--- src/rtl/ts_pkg.sv ---
// ts_pkg: shared MPEG2-TS constants and synchroniser state encoding.
package ts_pkg;
  localparam int TS_PKT_LEN = 188;
  localparam logic [7:0] TS_SYNC_BYTE = 8'h47;
  typedef enum logic [1:0] {
    HUNT   = 2'd0,
    VERIFY = 2'd1,
    LOCKED = 2'd2
  } ts_state_e;
endpackage

--- src/rtl/ts_pos_counter.sv ---
// ts_pos_counter: byte position within a TS packet, wrapping at PKT_LEN, with clear and boundary flag.
module ts_pos_counter #(
  parameter int PKT_LEN = 188
) (
  input  logic clk,
  input  logic rst_n,
  input  logic en,
  input  logic clr,
  output logic is_boundary
);
  localparam logic [7:0] LAST = 8'(PKT_LEN - 1);
  logic [7:0] pos;
  always_ff @(posedge clk or negedge rst_n)
    if (!rst_n) pos <= 8'd0;
    else if (clr) pos <= 8'd0;
    else if (en) pos <= (pos == LAST) ? 8'd0 : pos + 8'd1;
  assign is_boundary = (pos == 8'd0);
endmodule

--- src/rtl/ts_sync_detector.sv ---
// ts_sync_detector: per-channel TS sync hunter with lock/flywheel/unlock and 1-cycle forwarded stream.
// Define TS_SYNC_ERRCNT_EN to add the saturating sync_err_cnt output.
module ts_sync_detector
  import ts_pkg::*;
#(
  parameter int         PKT_LEN    = TS_PKT_LEN,
  parameter logic [7:0] SYNC_BYTE  = TS_SYNC_BYTE,
  parameter int         LOCK_CNT   = 3,
  parameter int         UNLOCK_CNT = 3
) (
  input  logic       clk,
  input  logic       rst_n,
  input  logic [7:0] byte_in,
  input  logic       byte_valid,
  output logic [7:0] byte_out,
  output logic       valid_out,
  output logic       pkt_start,
  output logic       sync
`ifdef TS_SYNC_ERRCNT_EN
  ,output logic [15:0] sync_err_cnt
`endif
);
  localparam logic [7:0] LOCK_TH   = 8'(LOCK_CNT);
  localparam logic [7:0] UNLOCK_TH = 8'(UNLOCK_CNT);
  ts_state_e  state, state_n;
  logic [7:0] hit_cnt, hit_n, miss_cnt, miss_n;
  logic       adv, clr, pkt, bnd, match;
  assign match = (byte_in == SYNC_BYTE);
  ts_pos_counter #(.PKT_LEN(PKT_LEN)) u_pos (
    .clk(clk), .rst_n(rst_n), .en(adv), .clr(clr), .is_boundary(bnd)
  );
  always_comb begin
    state_n = state;
    hit_n = hit_cnt;
    miss_n = miss_cnt;
    adv = 1'b0;
    clr = 1'b0;
    pkt = 1'b0;
    if (byte_valid) begin
      case (state)
        HUNT: if (match) begin
          adv = 1'b1;
          hit_n = (LOCK_CNT == 1) ? 8'd0 : 8'd1;
          miss_n = 8'd0;
          pkt = (LOCK_CNT == 1);
          state_n = (LOCK_CNT == 1) ? LOCKED : VERIFY;
        end
        VERIFY: begin
          adv = 1'b1;
          if (bnd && match) begin
            hit_n = (hit_cnt + 8'd1 >= LOCK_TH) ? 8'd0 : hit_cnt + 8'd1;
            pkt = (hit_cnt + 8'd1 >= LOCK_TH);
            miss_n = 8'd0;
            state_n = (hit_cnt + 8'd1 >= LOCK_TH) ? LOCKED : VERIFY;
          end else if (bnd) begin
            clr = 1'b1;
            hit_n = 8'd0;
            state_n = HUNT;
          end
        end
        LOCKED: begin
          adv = 1'b1;
          if (bnd && match) begin
            miss_n = 8'd0;
            pkt = 1'b1;
          end else if (bnd) begin
            clr = (miss_cnt + 8'd1 >= UNLOCK_TH);
            miss_n = (miss_cnt + 8'd1 >= UNLOCK_TH) ? 8'd0 : miss_cnt + 8'd1;
            hit_n = 8'd0;
            pkt = (miss_cnt + 8'd1 < UNLOCK_TH);
            state_n = (miss_cnt + 8'd1 >= UNLOCK_TH) ? HUNT : LOCKED;
          end
        end
        default: state_n = HUNT;
      endcase
    end
  end
  always_ff @(posedge clk or negedge rst_n)
    if (!rst_n) begin
      state <= HUNT;
      hit_cnt <= 8'd0;
      miss_cnt <= 8'd0;
      byte_out <= 8'd0;
      valid_out <= 1'b0;
      pkt_start <= 1'b0;
      sync <= 1'b0;
    end else begin
      state <= state_n;
      hit_cnt <= hit_n;
      miss_cnt <= miss_n;
      if (byte_valid) byte_out <= byte_in;
      valid_out <= byte_valid;
      pkt_start <= pkt;
      sync <= (state_n == LOCKED);
    end
`ifdef TS_SYNC_ERRCNT_EN
  always_ff @(posedge clk or negedge rst_n)
    if (!rst_n) sync_err_cnt <= 16'd0;
    else if (byte_valid && state == LOCKED && bnd && !match && sync_err_cnt != 16'hFFFF)
      sync_err_cnt <= sync_err_cnt + 16'd1;
`endif
endmodule

--- config.mk ---
export PLATFORM = sky130hd
export DESIGN_NAME = ts_sync_detector
export DESIGN_NICKNAME = d
export VERILOG_FILES = /design/src/rtl/ts_pkg.sv /design/src/rtl/ts_pos_counter.sv /design/src/rtl/ts_sync_detector.sv
export SDC_FILE = /design/constraint.sdc
export NUM_CORES = 1
export LEC_CHECK = 0
export ABC_CLOCK_PERIOD_IN_PS = 2400
export BUFFER_PORTS_ARGS = -buffer_cell sky130_fd_sc_hd__buf_2
export CELL_PAD_IN_SITES_DETAIL_PLACEMENT = 0
export CELL_PAD_IN_SITES_GLOBAL_PLACEMENT = 1
export CORE_MARGIN = 2
export CORE_UTILIZATION = 45
export CTS_CLUSTER_DIAMETER = 150
export DETAILED_ROUTE_END_ITERATION = 10
export GPL_TIMING_DRIVEN = 0
export PLACE_DENSITY_LB_ADDON = 0.08
export SLEW_MARGIN = 20
export SYNTH_ARGS = -nofsm -noshare
export SYNTH_HDL_FRONTEND = slang
export SYNTH_SLANG_ARGS = --single-unit
--- constraint.sdc ---
create_clock -name clk -period 2.4 [get_ports clk]
set_input_delay 0.24 -clock clk [delete_from_list [all_inputs] [get_ports clk]]
set_output_delay 0.24 -clock clk [all_outputs]
set_load 0.005 [all_outputs]
==> flow_results.xml <==
<?xml version="1.0" encoding="UTF-8"?>
<metrics>
  <group name="run_status">
    <metric name="status" unit="">completed</metric>
  </group>
  <group name="layout">
    <metric name="final_cell_count_no_fill" unit="">255</metric>
    <metric name="n_fill_cell" unit="">359</metric>
    <metric name="final_area" unit="um^2">2170</metric>
    <metric name="layout.nets" unit="">225</metric>
    <metric name="layout_cell_share_with_drive_strength_beyond_1" unit="%">22.0</metric>
    <metric name="area.growth.synth_to_final" unit="%">13.0</metric>
    <metric name="final-seq-area" unit="um^2">926</metric>
    <metric name="num_antenna_cells" unit="">0</metric>
    <metric name="multiInputGateArea" unit="um^2">966</metric>
    <metric name="layout.core_utilization" unit="%">53.5</metric>
  </group>
  <group name="pwr">
    <metric name="p_per_area" unit="nW/um^2">753</metric>
    <metric name="p_total" unit="W">0.00164</metric>
    <metric name="vdd_drop_max" unit="uV">409</metric>
    <metric name="power_leakage" unit="nW">1.02</metric>
  </group>
  <group name="synth">
    <metric name="postSynthNetCount" unit="">197</metric>
    <metric name="ys_types" unit="">44</metric>
    <metric name="netlist_area" unit="um^2">1920</metric>
    <metric name="postSynth.topFlopCell" unit="">dfrtp_1</metric>
    <metric name="synth_seq_area_share" unit="%">48.2</metric>
    <metric name="netlist_instances" unit="">176</metric>
    <metric name="yosys_warnings" unit="">0</metric>
    <metric name="synth-seq-cells" unit="">37</metric>
    <metric name="count_of_flip_flops_with_a_built_in_enable_after_synthesis" unit="">0</metric>
    <metric name="asyncSetResetFlopFracSynth" unit="%">100</metric>
    <metric name="synthesis.area_per_instance" unit="um^2">10.9</metric>
  </group>
  <group name="global_routing">
    <metric name="antenna_found_initial" unit="">0</metric>
    <metric name="track_usage" unit="%">16.7</metric>
    <metric name="overflow" unit="">0</metric>
    <metric name="maximum_number_of_pins_on_one_net_before_global_route_repair" unit="">38</metric>
    <metric name="first_pass_grt_wire_length" unit="um">6440</metric>
    <metric name="number_of_global_route_vias_before_repair" unit="">1430</metric>
  </group>
  <group name="clocking">
    <metric name="cts_num_sinks" unit="">37</metric>
    <metric name="cts_buffers" unit="">5</metric>
    <metric name="clk_path_buf_depth" unit="">2</metric>
    <metric name="path_clk_slew" unit="ps">80</metric>
    <metric name="cts.root.buffer_cell" unit="">clkbuf_8</metric>
    <metric name="cts_tree" unit="">built</metric>
    <metric name="cts-hold-fix-buffers" unit="">0</metric>
    <metric name="cts_htree_levels" unit="">2</metric>
    <metric name="insertion_delay" unit="ps">290</metric>
    <metric name="post_cts_buffers" unit="">0</metric>
    <metric name="cts_repair_resize_count" unit="">0</metric>
  </group>
  <group name="placement">
    <metric name="placed_cells_incl_taps" unit="">247</metric>
    <metric name="gpl.final_weighted_congestion" unit="">0.902</metric>
    <metric name="detailed_place_hpwl" unit="um">2630</metric>
    <metric name="placed_cell_area" unit="um^2">2090</metric>
    <metric name="portBuffers" unit="">21</metric>
  </group>
  <group name="floorplan">
    <metric name="die_w" unit="um">69.4</metric>
    <metric name="core.rowCount" unit="">23</metric>
    <metric name="die_area" unit="um^2">4810</metric>
    <metric name="core-area" unit="um^2">4060</metric>
    <metric name="chip_height" unit="um">69.4</metric>
    <metric name="floorplan.initialDensity" unit="%">47.4</metric>
    <metric name="ios" unit="">22</metric>
  </group>
  <group name="worst_setup_path">
    <metric name="critical_path.endpoint_type" unit="">flip-flop</metric>
    <metric name="timing.rr.start" unit="">hit_cnt[0]</metric>
    <metric name="startpoint_type" unit="">flip-flop</metric>
    <metric name="path_class" unit="">flip-flop to flip-flop</metric>
    <metric name="timing.critical_path.from" unit="">hit_cnt[0]</metric>
    <metric name="timing.critical_path.fanout_max" unit="">5</metric>
    <metric name="timing.critical_path.arrival" unit="ps">2280</metric>
    <metric name="required_worst_endpoint" unit="ps">2630</metric>
  </group>
  <group name="detailed_routing">
    <metric name="final_routed_wire_length_divided_by_cell_count" unit="um">14.1</metric>
    <metric name="routed_wirelength" unit="um">3590</metric>
    <metric name="detailedRoute.firstIterationViolations" unit="">85</metric>
    <metric name="remaining_drc_errors" unit="">0</metric>
    <metric name="drt-pass1-iter-count" unit="">4</metric>
    <metric name="routed_via_density" unit="">5.52</metric>
    <metric name="num_vias" unit="">1407</metric>
    <metric name="number_of_antenna_violating_nets_in_the_routed_design" unit="">0</metric>
  </group>
  <group name="job">
    <metric name="max_cap_viol_count" unit="">0</metric>
  </group>
  <group name="hold_path">
    <metric name="holdCritPathClass" unit="">input port to asynchronous set/reset pin</metric>
  </group>
  <group name="sta">
    <metric name="report.final.setup_viol" unit="">0</metric>
    <metric name="worstMarginPinSlew" unit="ps">815</metric>
    <metric name="grt_setup_unrepaired" unit="">no</metric>
    <metric name="max-slew-margin-rel" unit="%">45.7</metric>
    <metric name="highest_clock_frequency_the_design_can_meet" unit="GHz">0.487</metric>
    <metric name="skew" unit="ps">9.34</metric>
    <metric name="timing.setup.tns" unit="ps">0</metric>
    <metric name="layout_worst_path_cycle_share" unit="%">85.6</metric>
    <metric name="layout_min_cycle_time" unit="ps">2060</metric>
    <metric name="finalHoldViolations" unit="">0</metric>
    <metric name="slew_violations" unit="">0</metric>
  </group>
</metrics>
[report_power, final]
group,switching [W],internal [W]
clock network,0.000218,0.000201
logic,0.000278,0.000178
registers,0.0000715,0.000688
[placed cells by master, fill, tap and decap left out, types with 3 or more instances in the layout]
cell	instances
nor3_1	7
nor2_1	9
and2_1	9
o21ai_1	4
a31oi_1	5
nand3_1	4
dfrtp_1	37
buf_2	21
inv_1	6
a211oi_1	3
and4_1	3
ha_1	10
nand3b_1	3
mux2_2	9
clkbuf_1	3
clkbuf_8	5
nand2_1	14
nand4_1	7
nor2b_1	7
o21ai_0	3
[logic make-up after synthesis]
family                   share of synthesized area [%]
flip-flops                                        48.2
multiplexers                                      6.32
AND/OR/NAND/NOR                                   24.4
AO/OA/AOI/OAI                                     11.2
XOR/XNOR                                          1.82
buffers and inverters                             1.56
adder cells (fa/ha/maj)                           6.51
[registers in the layout, summed over array words and instances (netlist names)]
signal and count:
sync 1, hit_cnt 8, u_pos.pos 8, valid_out 1, byte_out 8, state 2, miss_cnt 8, pkt_start 1
[layer usage]
layer,vias to the layer above,track usage [%],routed length [um]
met3,6,4.65,129
met2,19,28.1,1740
met4,0,7.41,68
met5,-,0,0
met1,686,19.9,1650
li1,696,-,-
[critical path, stage by stage (launching register included)]
cell,delay [ps]
dfrtp_1,430
ha_1,240
nor3_1,170
a31oi_1,60
a211oi_1,500
nand3_1,200
o31ai_1,240
a22o_1,150
[cells in the mapped netlist, drive strengths merged, types with 3 or more instances]
cell type  instances  area share, %
nand3b             3            1.2
nor2              10            2.3
and2              10            3.3
inv                6            1.2
a211oi             3            1.2
nor3               7            1.8
a31oi              5            1.6
and4               3            1.4
nand4              7            2.3
nand3              5            2.0
dfrtp             37             48
o21ai              7            1.8
a21oi              4            1.4
nor2b              7            2.3
nand2             15            3.1
ha                10            6.5
mux2               9            5.3
[worst paths after layout]
kind	endpoint	slack (ps)	cells past startpoint
worst max register to register	hit_cnt[1]	340	7
min in group clk	valid_out	140	1
max in group asynchronous	u_pos.pos[7]	1850	1
worst min-delay path	miss_cnt[2]	40	1
worst max-delay path	hit_cnt[1]	340	7
worst min register to register	u_pos.pos[6]	500	1
[area by class of cell]
class | instances | area share, %
plain buffers | 2 | 0.346
clock buffers | 6 | 3.34
clock inverters | 2 | 0.461
inverters | 6 | 1.04
multi-input cells | 131 | 44.5
flip-flops and latches | 37 | 42.6
well taps | 50 | 2.88
repair buffers | 21 | 4.84
[per-stage QoR]
| stage | setup WS, ps | hold WS, ps |
|---|---|---|
| after detailed placement | 375 | 387 |
| after CTS | 367 | 66.4 |
| after floorplan | 640 | -55.6 |
| after global placement | 439 | 363 |
| after global routing | 210 | 110 |
| final | 345 | 36.8 |
No activity file was read; power rests on OpenSTA's default activity.
